## src/rtl/seq_tx_1011.sv

```systemverilog
// Serial frame transmitter: sync 1011, then a DATA_W-bit payload MSB first, bit-stuffed so 1011 never
// appears outside the sync word. Optional even-parity trailer bit when PARITY_EN is defined.
module seq_tx_1011 #(
  parameter int DATA_W = 8
) (
  input  logic              clk,
  input  logic              rst,
  input  logic              start,
  input  logic [DATA_W-1:0] data_in,
  output logic              ready,
  output logic              seq_out,
  output logic              valid_out,
  output logic              busy,
  output logic              done,
  output logic [2:0]        state_out
);

  typedef enum logic [2:0] {
    IDLE = 3'd0,
    SYNC = 3'd1,
    DATA = 3'd2,
    PAR  = 3'd3,
    DONE = 3'd4
  } state_t;

  localparam int CW = $clog2(DATA_W) + 1;

  function automatic logic even_parity(input logic [DATA_W-1:0] d);
    return ^d;
  endfunction

  state_t            state, state_nx;
  logic [1:0]        sync_idx, sync_idx_nx;
  logic [CW-1:0]     bit_cnt, bit_cnt_nx;
  logic [2:0]        hist, hist_nx;
  logic              par_sent, par_sent_nx;
  logic [DATA_W-1:0] shreg, shreg_nx;
  logic              par_bit, par_bit_nx;
  logic              ready_nx, seq_nx, valid_nx, busy_nx, done_nx;
  logic              emit, bit_val, do_data;

  // The registered state is the state whose bit is currently on seq_out; each edge emits the next bit.
  always_comb begin
    state_nx    = state;
    sync_idx_nx = sync_idx;
    bit_cnt_nx  = bit_cnt;
    hist_nx     = hist;
    par_sent_nx = par_sent;
    shreg_nx    = shreg;
    par_bit_nx  = par_bit;
    emit        = 1'b0;
    bit_val     = 1'b0;
    do_data     = 1'b0;
    done_nx     = 1'b0;

    case (state)
      IDLE: begin
        if (start) begin
          shreg_nx    = data_in;
          par_bit_nx  = even_parity(data_in);
          hist_nx     = 3'b000;
          bit_cnt_nx  = '0;
          sync_idx_nx = 2'd0;
          par_sent_nx = 1'b0;
          emit        = 1'b1;
          bit_val     = 1'b1;
          state_nx    = SYNC;
        end
      end
      SYNC: begin
        if (sync_idx == 2'd3) begin
          state_nx = DATA;
          do_data  = 1'b1;
        end else begin
          emit        = 1'b1;
          bit_val     = (sync_idx != 2'd0);
          sync_idx_nx = sync_idx + 2'd1;
        end
      end
      DATA: do_data = 1'b1;
      PAR: begin
        if (par_sent) begin
          state_nx = DONE;
          done_nx  = 1'b1;
        end else begin
          emit        = 1'b1;
          bit_val     = par_bit;
          par_sent_nx = 1'b1;
        end
      end
      DONE:    state_nx = IDLE;
      default: state_nx = IDLE;
    endcase

    if (do_data) begin
      if (bit_cnt == CW'(DATA_W)) begin
`ifdef PARITY_EN
        state_nx = PAR;
        emit     = 1'b1;
        if (hist == 3'b101) begin
          bit_val     = 1'b0;
          par_sent_nx = 1'b0;
        end else begin
          bit_val     = par_bit;
          par_sent_nx = 1'b1;
        end
`else
        state_nx = DONE;
        done_nx  = 1'b1;
`endif
      end else if (hist == 3'b101) begin
        // Stuff a 0 so the link never sees 1011; payload position holds.
        emit    = 1'b1;
        bit_val = 1'b0;
      end else begin
        emit       = 1'b1;
        bit_val    = shreg[DATA_W-1];
        shreg_nx   = shreg << 1;
        bit_cnt_nx = bit_cnt + CW'(1);
      end
    end

    if (emit) hist_nx = {hist_nx[1:0], bit_val};

    valid_nx = emit;
    seq_nx   = emit & bit_val;
    ready_nx = (state_nx == IDLE);
    busy_nx  = (state_nx != IDLE);
  end

  always_ff @(posedge clk or posedge rst) begin
    if (rst) begin
      state     <= IDLE;
      sync_idx  <= 2'd0;
      bit_cnt   <= '0;
      hist      <= 3'b000;
      par_sent  <= 1'b0;
      ready     <= 1'b1;
      seq_out   <= 1'b0;
      valid_out <= 1'b0;
      busy      <= 1'b0;
      done      <= 1'b0;
    end else begin
      state     <= state_nx;
      sync_idx  <= sync_idx_nx;
      bit_cnt   <= bit_cnt_nx;
      hist      <= hist_nx;
      par_sent  <= par_sent_nx;
      ready     <= ready_nx;
      seq_out   <= seq_nx;
      valid_out <= valid_nx;
      busy      <= busy_nx;
      done      <= done_nx;
    end
  end

  // Payload datapath: only meaningful while a frame is in flight, so no reset.
  always_ff @(posedge clk) begin
    shreg   <= shreg_nx;
    par_bit <= par_bit_nx;
  end

  assign state_out = state;

endmodule

```

## config.mk

```make
export PLATFORM = sky130hd
export DESIGN_NAME = seq_tx_1011
export DESIGN_NICKNAME = d
export VERILOG_FILES = /design/src/rtl/seq_tx_1011.sv
export SDC_FILE = /design/constraint.sdc
export NUM_CORES = 1
export LEC_CHECK = 0
export CAP_MARGIN = 20
export CORE_MARGIN = 3
export CORE_UTILIZATION = 35
export DETAILED_ROUTE_END_ITERATION = 8
export RECOVER_POWER = 100
export SYNTH_ARGS = -nofsm -noshare
export SYNTH_HDL_FRONTEND = slang
export SYNTH_SLANG_ARGS = --single-unit
```

## constraint.sdc

```tcl
create_clock -name clk -period 3.4 [get_ports clk]
set_input_delay 0.51 -clock clk [delete_from_list [all_inputs] [get_ports clk]]
set_output_delay 0.51 -clock clk [all_outputs]
set_load 0.02 [all_outputs]
```

# Word level (Yosys, flattened, before mapping)
# Cells that the tools add are included.
[word_totals]
register_bits = 27
latch_bits = 0
ram_bits = 0
mem_bits_ro = 0
inputBits = 11
output_inout_bits = 8
word_cells = 79
n_memories = 0
[classes]
add_sub_neg = 2
mul = 0
div = 0
order_cmp = 0
eq_ne = 8
n_shift = 0
n_mux = 42
bitwise_logic = 1
reduce_logical = 13
[op_table]
columns = ["op", "n"]
rows = [
  ["$mux W8", 5],
  ["$mux W3", 8],
  ["$mux W4", 5],
  ["$mux W1", 16],
  ["$pmux W3 S4", 1],
  ["$reduce_bool A2 Y1", 5],
  ["$reduce_xor A8 Y1", 1],
  ["$eq A3 B2 Y1 const B", 2],
  ["$logic_not A3 Y1", 2],
  ["$pmux W1 S3", 2],
  ["$reduce_and A2 Y1", 3],
  ["$add A4 B1 Y4 const B", 1],
  ["$eq A4 B4 Y1 const B", 1],
  ["$mux W2", 2],
  ["$ne A2 B2 Y1 const B", 2],
  ["$pmux W1 S2", 2],
  ["$pmux W2 S2", 1],
  ["$eq A3 B1 Y1 const B", 1],
  ["$eq A3 B3 Y1 const B", 1],
  ["$reduce_and A3 Y1", 1],
  ["$reduce_bool A3 Y1", 1],
  ["$add A2 B1 Y2 const B", 1],
  ["$eq A2 B2 Y1 const B", 1],
  ["$and A1 B1 Y1", 1],
]

# Longest topological paths before layout
# Gate-level depths: netlist (run 1).
[logic_depth]
word_depth = 7
mapped_depth = 6
depth_no_buf = 6

# Least setup slack after synthesis (run 1)
# OpenSTA, ideal clock, no wires.
[synth_path]
path_kind = "register to register"
from = "register bit_cnt[0]"
to = "register shreg[1]"
t_arrival_ns = 1.462
slack_ns = 1.811
path_stages_with_launch = 7
n_path_buf = 0
cell_sequence = "dfrtp_1 -> inv_1 -> ha_1 -> and3b_1 -> a211o_4 -> a21oi_4 -> o21ai_0"
[synth_between]
elab_chain_len = 3
[synth_lines]
columns = ["item", "line_no", "text"]
rows = [
  ["start, declared", "34", "logic [CW-1:0] bit_cnt, bit_cnt_nx;"],
  ["start signal, assigned", "146", "bit_cnt <= bit_cnt_nx;"],
  ["$eq A4 B4 Y1", "96", "if (bit_cnt == CW'(DATA_W)) begin"],
  ["$mux W8", "96", ""],
  ["$mux W8", "95", "if (do_data) begin"],
  ["named net shreg_nx[1]", "37", "logic [DATA_W-1:0] shreg, shreg_nx;"],
  ["end signal, assigned", "159", "shreg <= shreg_nx;"],
  ["end, declared", "37", ""],
]
# The timed path passes the listed nets, and every way through them passes these cells.
# A chain may end at the register's enable or synchronous reset.

# Worst setup path in the final report (run 1)
[layout_path]
from = "register state[2], in the netlist state_out[2]"
to = "output state_out[2]"
[layout_rtl]
columns = ["item", "line_no", "text"]
rows = [
  ["start, declared", "32", "state_t state, state_nx;"],
  ["start signal, assigned", "144", "state <= state_nx;"],
  ["end, declared", "15", "output logic [2:0] state_out"],
]
# No word-level cell between the ends.

==> metrics.txt, run 1 <==
Req. time, crit path approximately 2.9 ns; routing usage on met3 around 3.5%; GRT Residual Overflow 0; Via Count 1,065; clock sinks 27; sequential area share after synthesis 44.3%; first-pass GRT wire length 4710 um; Total GRT Usage 11.7%; drt pass-1 iters 4; Async S/R FF share, synth between 60% and 70%; pre-CTS WS about 1.2 ns; Longest Clk Path Bufs 2; DR WL/cell around 13 um; setup repair bufs after CTS 0; fin crit share roughly two thirds; beginning of the worst hold path shreg[0]; prevailing post-synth register cell dfrtp_1; DP HPWL around 2000 um; Synth top cells by count dfrtp_1 (17), nand3_1 (12), o21ai_0 (12), nand2_1 (11); net count after synthesis 156; Die Ht 70.4 um; 1st-iter DRT viols 77; setup violators final 0; synthesized cell area 1450 sq um; Final Hold Viols 0; Vias/cell 5.17; Synth warnings 0; CP max stage cell dlygate4sd3_1; synth top area cells dfrtp_1 (29%), dfxtp_1 (11%), mux2i_1 (6.2%); setup TNS 0 ns; EDFF count, synth 1; Max Clock Freq ~0.45 GHz; Die W ~70 um; number of port buffers 18; CP arrival roughly 1.7 ns; CTS tree yes; Syn Area/Cell ~10 sq um; final WL roughly 2700 um; Core Box Area between 3000 and 4000 sq um; most common cell in the netlist dfrtp_1; biggest area consumer among synthesized cells dfrtp_1; relative slew slack about half; Worst Reg2Reg Path Length in Cells 4; status finished, final reports clean; drc violations 0; CTS HTree Levels 1; Site Rows 22; Antenna Nets Post-Route 0; vias in the first global route roughly 1,000; Hold Path Stages 2; worst setup margin 1.20 ns; Antenna Cells 0; Distinct cells, synth 47; CP top delay family buffers and inverters; hold worst-path end shreg[0]; Mapped Cells 141; initial antenna violation count 0; largest net degree at the start of global routing 19; Final #Nets approximately 170; critical path, cell by cell dlygate4sd3_1; RSZ-0062 raised after global routing no; top-area cell type share of the netlist area between 20 and 30%; Design Area, Final roughly 1700 sq um; kind of critical path reg -> out; transition time of the tightest slew-check pin 0.722 ns; Worst R2R Setup Slack around 1.3 ns; placed inst area about 1700 sq um; Top-Level Pins 19; Initial Util a little under two fifths; clock buffer count from CTS 3; Worst-Skew Late Latency around 0.27 ns; Final Max Tran Viols 0; DIE AREA a little under 5000 sq um; maximum vdd drop between 0.3 and 0.4 mV; GRT met1 Usage roughly 17%; most crowded layer after global routing met2; met2 Use GR approximately 17%; post-cts resize count 0; layout cells sized above 1 approximately 7.6%; #FFs+latches synth 27; power per cell area 844 nW/um^2; clock root buffer master clkbuf_8; Final Critical Period between 2 and 2.5 ns; Worst-path clk slew 0.09 ns; Setup crit end kind output port; Reg-to-Reg Start state_out[0]; Max-Cap Viols 0; CP peak stage delay between 0.7 and 0.8 ns; Fill cells approximately 360; Layout area overhead 14.7%; Buf+Inv Stages, Crit Path 1; Static Leak approximately 0.70 nW; routability cong. about 0.82; Hold WC Path Type reg -> reg; hold_buf cts 0; startpoint types flop; Worst Clk Skew around 0.005 ns; worst flop-to-flop path endpoint bit_cnt[2]; crit-path max FO 14
cells in the final DEF (no fill, tap or decap), types with 5 or more instances in the layout:
cell / netlist / final
a21oi_1: 6 / 6
clkdlybuf4s50_1: 0 / 7
dfrtp_1: 17 / 17
dfxtp_1: 8 / 8
dlygate4sd3_1: 0 / 11
inv_1: 9 / 9
mux2i_1: 9 / 9
nand2_1: 11 / 11
nand3_1: 12 / 14
nor2_1: 5 / 5
o21ai_0: 12 / 12
xnor2_1: 6 / 6
per-layer routing:
| layer | wire [um] | vias up |
|---|---|---|
| met5 | 0 | - |
| li1 | - | 536 |
| met1 | 1350 | 500 |
| met3 | 128 | 4 |
| met2 | 1180 | 25 |
| met4 | 14 | 0 |
kinds of logic (layout without fill, tap and decap cells):
| group | Yosys count | count (layout) | synth area share [%] |
|---|---|---|---|
| xor gates and xnor gates | 7 | 7 | 4.23 |
| muxes | 10 | 10 | 6.99 |
| buffers and inverters | 14 | 31 | 4.75 |
| AOI/OAI and AO/OA | 34 | 34 | 17.6 |
| and+or+nand+nor | 45 | 45 | 18.7 |
| DFF | 27 | 27 | 44.3 |
| adders and majority gates | 4 | 4 | 3.45 |
flip-flops by register name, indices dropped and copies added (netlist names):
signal,count
shreg,8
ready,1
bit_cnt,4
busy,1
par_bit,1
sync_idx,2
valid_out,1
par_sent,1
state_out,3
seq_out,1
done,1
hist,3
through the flow:
step | util (%) | power, mW | cells | hold WS [ns]
3_3_place_gp | 43.3 | 1.27 | 202 | 0.458
5_1_grt | 43.5 | 1.52 | 206 | 0.480
2_1_floorplan | - | 1.10 | 141 | 0.437
3_5_place_dp | 43.3 | 1.28 | 202 | 0.452
4_1_cts | 44.4 | 1.46 | 206 | 0.465
6_report | 43.5 | 1.40 | 206 | 0.465
worst max-delay path by stage:
stage                       from           end  slack (ns)  cells after the start
floorplan             bit_cnt[0]      shreg[1]        1.81                      6
global placement           start      shreg[4]        1.31                      5
detailed placement         start      shreg[6]        1.19                      5
CTS                 state_out[2]  state_out[2]        1.20                      1
global route        state_out[2]  state_out[2]        1.10                      1
finish              state_out[2]  state_out[2]        1.20                      1
final cells by class:
| cell class | count | area, sq um | share of cell area (%) |
|---|---|---|---|
| Inverter | 9 | 33.8 | 2.03 |
| Sequential cell | 27 | 642 | 38.6 |
| Multi-Input combinational cell | 100 | 702 | 42.2 |
| Clock buffer | 4 | 45.0 | 2.71 |
| Timing Repair Buffer | 18 | 180 | 10.8 |
| Tap cell | 48 | 60.1 | 3.61 |
power breakdown:
group          switching (mW)  internal, mW  total [mW]  leakage [nW]
combinational           0.351         0.292       0.643         0.375
sequential              0.124         0.461       0.585         0.301
clock                  0.0919        0.0838       0.176        0.0228
worst min-delay path: cells and delay by family, from the launching register on:
kind | cells | cell delay [ns]
flops | 1 | 0.32
simple gates | 1 | 0.05
compound gates | 1 | 0.05
No activity file was read; power rests on OpenSTA's default activity.
==> inputs of run 2 (changes only) <==
- clock period: 3.4 -> 1.9 ns (I/O delays scaled with it)
==> metrics.txt, run 2 (synthesis gave the netlist of run 1 again) <==
Static Leak 0.756 nW (+8.0%); most frequent cells in the layout dfrtp_1 (17), o21ai_0 (13), nand3_1 (13); relative slew slack 35.0% (-17 points); Top-Level Pins 19 (unchanged); DIE AREA 4950 sq um (unchanged); clock root buffer master clkbuf_8; Via Count 1,113 (+4.5%); GRT met1 Usage 15.3% (-1.4 points); final core occ 45.8% (+2.4 points); setup TNS 0 ns (unchanged); Req. time, crit path 1.62 ns (-1.27 ns); clock buffer count from CTS 3 (unchanged); first-pass GRT wire length 4900 um (+4.1%); CTS tree yes; multi-input logic area 716 sq um (+2.0%); Final Max Tran Viols 0 (unchanged); routing usage on met3 3.60% (+0.14 points); hold_buf cts 0 (unchanged); max FFs per register 8 (unchanged); largest register by flop count shreg; RSZ-0062 raised after global routing no; biggest regs shreg (8), bit_cnt (4); drt pass-1 iters 5 (+1); most common cell after layout, fill and taps aside dfrtp_1; final WL 2870 um (+7.1%); Total GRT Usage 12.0% (+0.31 points); Final Hold Viols 0 (unchanged); transition time of the tightest slew-check pin 0.974 ns (+0.252 ns); Antenna Nets Post-Route 0 (unchanged); kind of critical path reg -> out; Longest Clk Path Bufs 2 (unchanged); crit-path max FO 9 (-5); Final Critical Period ~1.8 ns; CP max stage cell clkdlybuf4s50_1; 1st-iter DRT viols 39 (-49%); Fill cells 385 (+8.1%); Worst Clk Skew 0.00197 ns (-0.00312 ns); Design Area, Final 1750 sq um (+5.4%); post-cts resize count 0 (unchanged); Layout area overhead 20.9%; power per cell area 1530 nW/um^2 (+81%); DR WL/cell 13.2 um (+1.7%); CP top delay family buffers and inverters; placed inst area 1740 sq um (+5.3%); DP HPWL 2140 um (+8.3%); Core Box Area 3830 sq um (unchanged); critical path, cell by cell clkdlybuf4s50_1; Site Rows 22 (unchanged); routability cong. 0.771 (-5.9%); sequential cell area 642 sq um (unchanged); vias in the first global route 1,083 (+7.9%); Worst-path clk slew 0.09 ns (about the same); Vias/cell 5.13 (-0.79%); initial antenna violation count 0 (unchanged); GRT Residual Overflow 0 (unchanged); drc violations 0 (unchanged); setup violators final 0 (unchanged); largest net degree at the start of global routing 19 (unchanged); most crowded layer after global routing met2; status finished, final reports clean; CTS HTree Levels 1 (unchanged); Die W 70.4 um (unchanged); Initial Util 37.9% (unchanged); startpoint types flop; Final #Nets 185 (+6.3%); Setup crit end kind output port; maximum vdd drop 0.644 mV (+76%); Max Clock Freq 0.545 GHz; clock sinks 27 (unchanged); CP arrival 1.55 ns (-0.14 ns); met2 Use GR 20.6% (+3.3 points); layout cells sized above 1 13.0% (+5.4 points); Max-Cap Viols 0 (unchanged); CP peak stage delay 0.68 ns (-0.07 ns); setup repair bufs after CTS 0 (unchanged); Buf+Inv Stages, Crit Path 1 (unchanged); Die Ht 70.4 um (unchanged); number of port buffers 18 (unchanged); Worst-Skew Late Latency 0.27 ns (about the same); Antenna Cells 0 (unchanged); Hold WC Path Type reg -> reg; fin crit share a little over nine tenths
## run 2: worst reg2reg max path, cell delays in order, from the launching register on
cell	delay, ns
dfrtp_1	0.39
inv_1	0.07
ha_1	0.20
and3b_1	0.19
a211o_1	0.35
a21oi_2	0.25
o21ai_0	0.15
## run 2: final timing paths
path,from,end,slack [ns],depth (start not counted)
min in group asynchronous,rst,seq_out,0.74,3
setup reg to reg,bit_cnt[0],shreg[2],0.18,6
setup / recovery,state_out[1],state_out[1],0.07,1
max in group asynchronous,rst,bit_cnt[0],0.57,3
hold / removal,shreg[0],shreg[0],0.47,2
hold reg to reg,shreg[0],shreg[0],0.47,2
## run 2: layout make-up
class | instances | share of cell area, %
clock buffers | 4 | 2.57
inverters | 9 | 1.93
multi-input cells | 101 | 40.8
flip-flops and latches | 27 | 36.6
well taps | 48 | 3.43
repair buffers | 28 | 14.6
## run 2: routing by layer
| layer | vias to the layer above | share of wire [%] |
|---|---|---|
| met5 | - | 0 |
| met4 | 0 | 0.14 |
| met3 | 2 | 5.1 |
| met1 | 525 | 46 |
| li1 | 562 | - |
| met2 | 24 | 48 |
## run 2: per-stage QoR
step | std cells | hold slack [ns] | total power, mW | setup slack, ns
after detailed placement | 212 | 0.455 | 2.45 | 0.156
after CTS | 216 | 0.342 | 2.77 | 0.0583
after global placement | 212 | 0.451 | 2.41 | 0.191
after global routing | 217 | 0.506 | 2.89 | 0.00479
final | 217 | 0.472 | 2.68 | 0.0664
after floorplan | 141 | 0.223 | 1.98 | 0.311
## run 2: power breakdown
group	switching (mW)	internal, mW
clock network	0.168	0.150
logic	0.696	0.637
registers	0.200	0.825
total	1.06	1.61
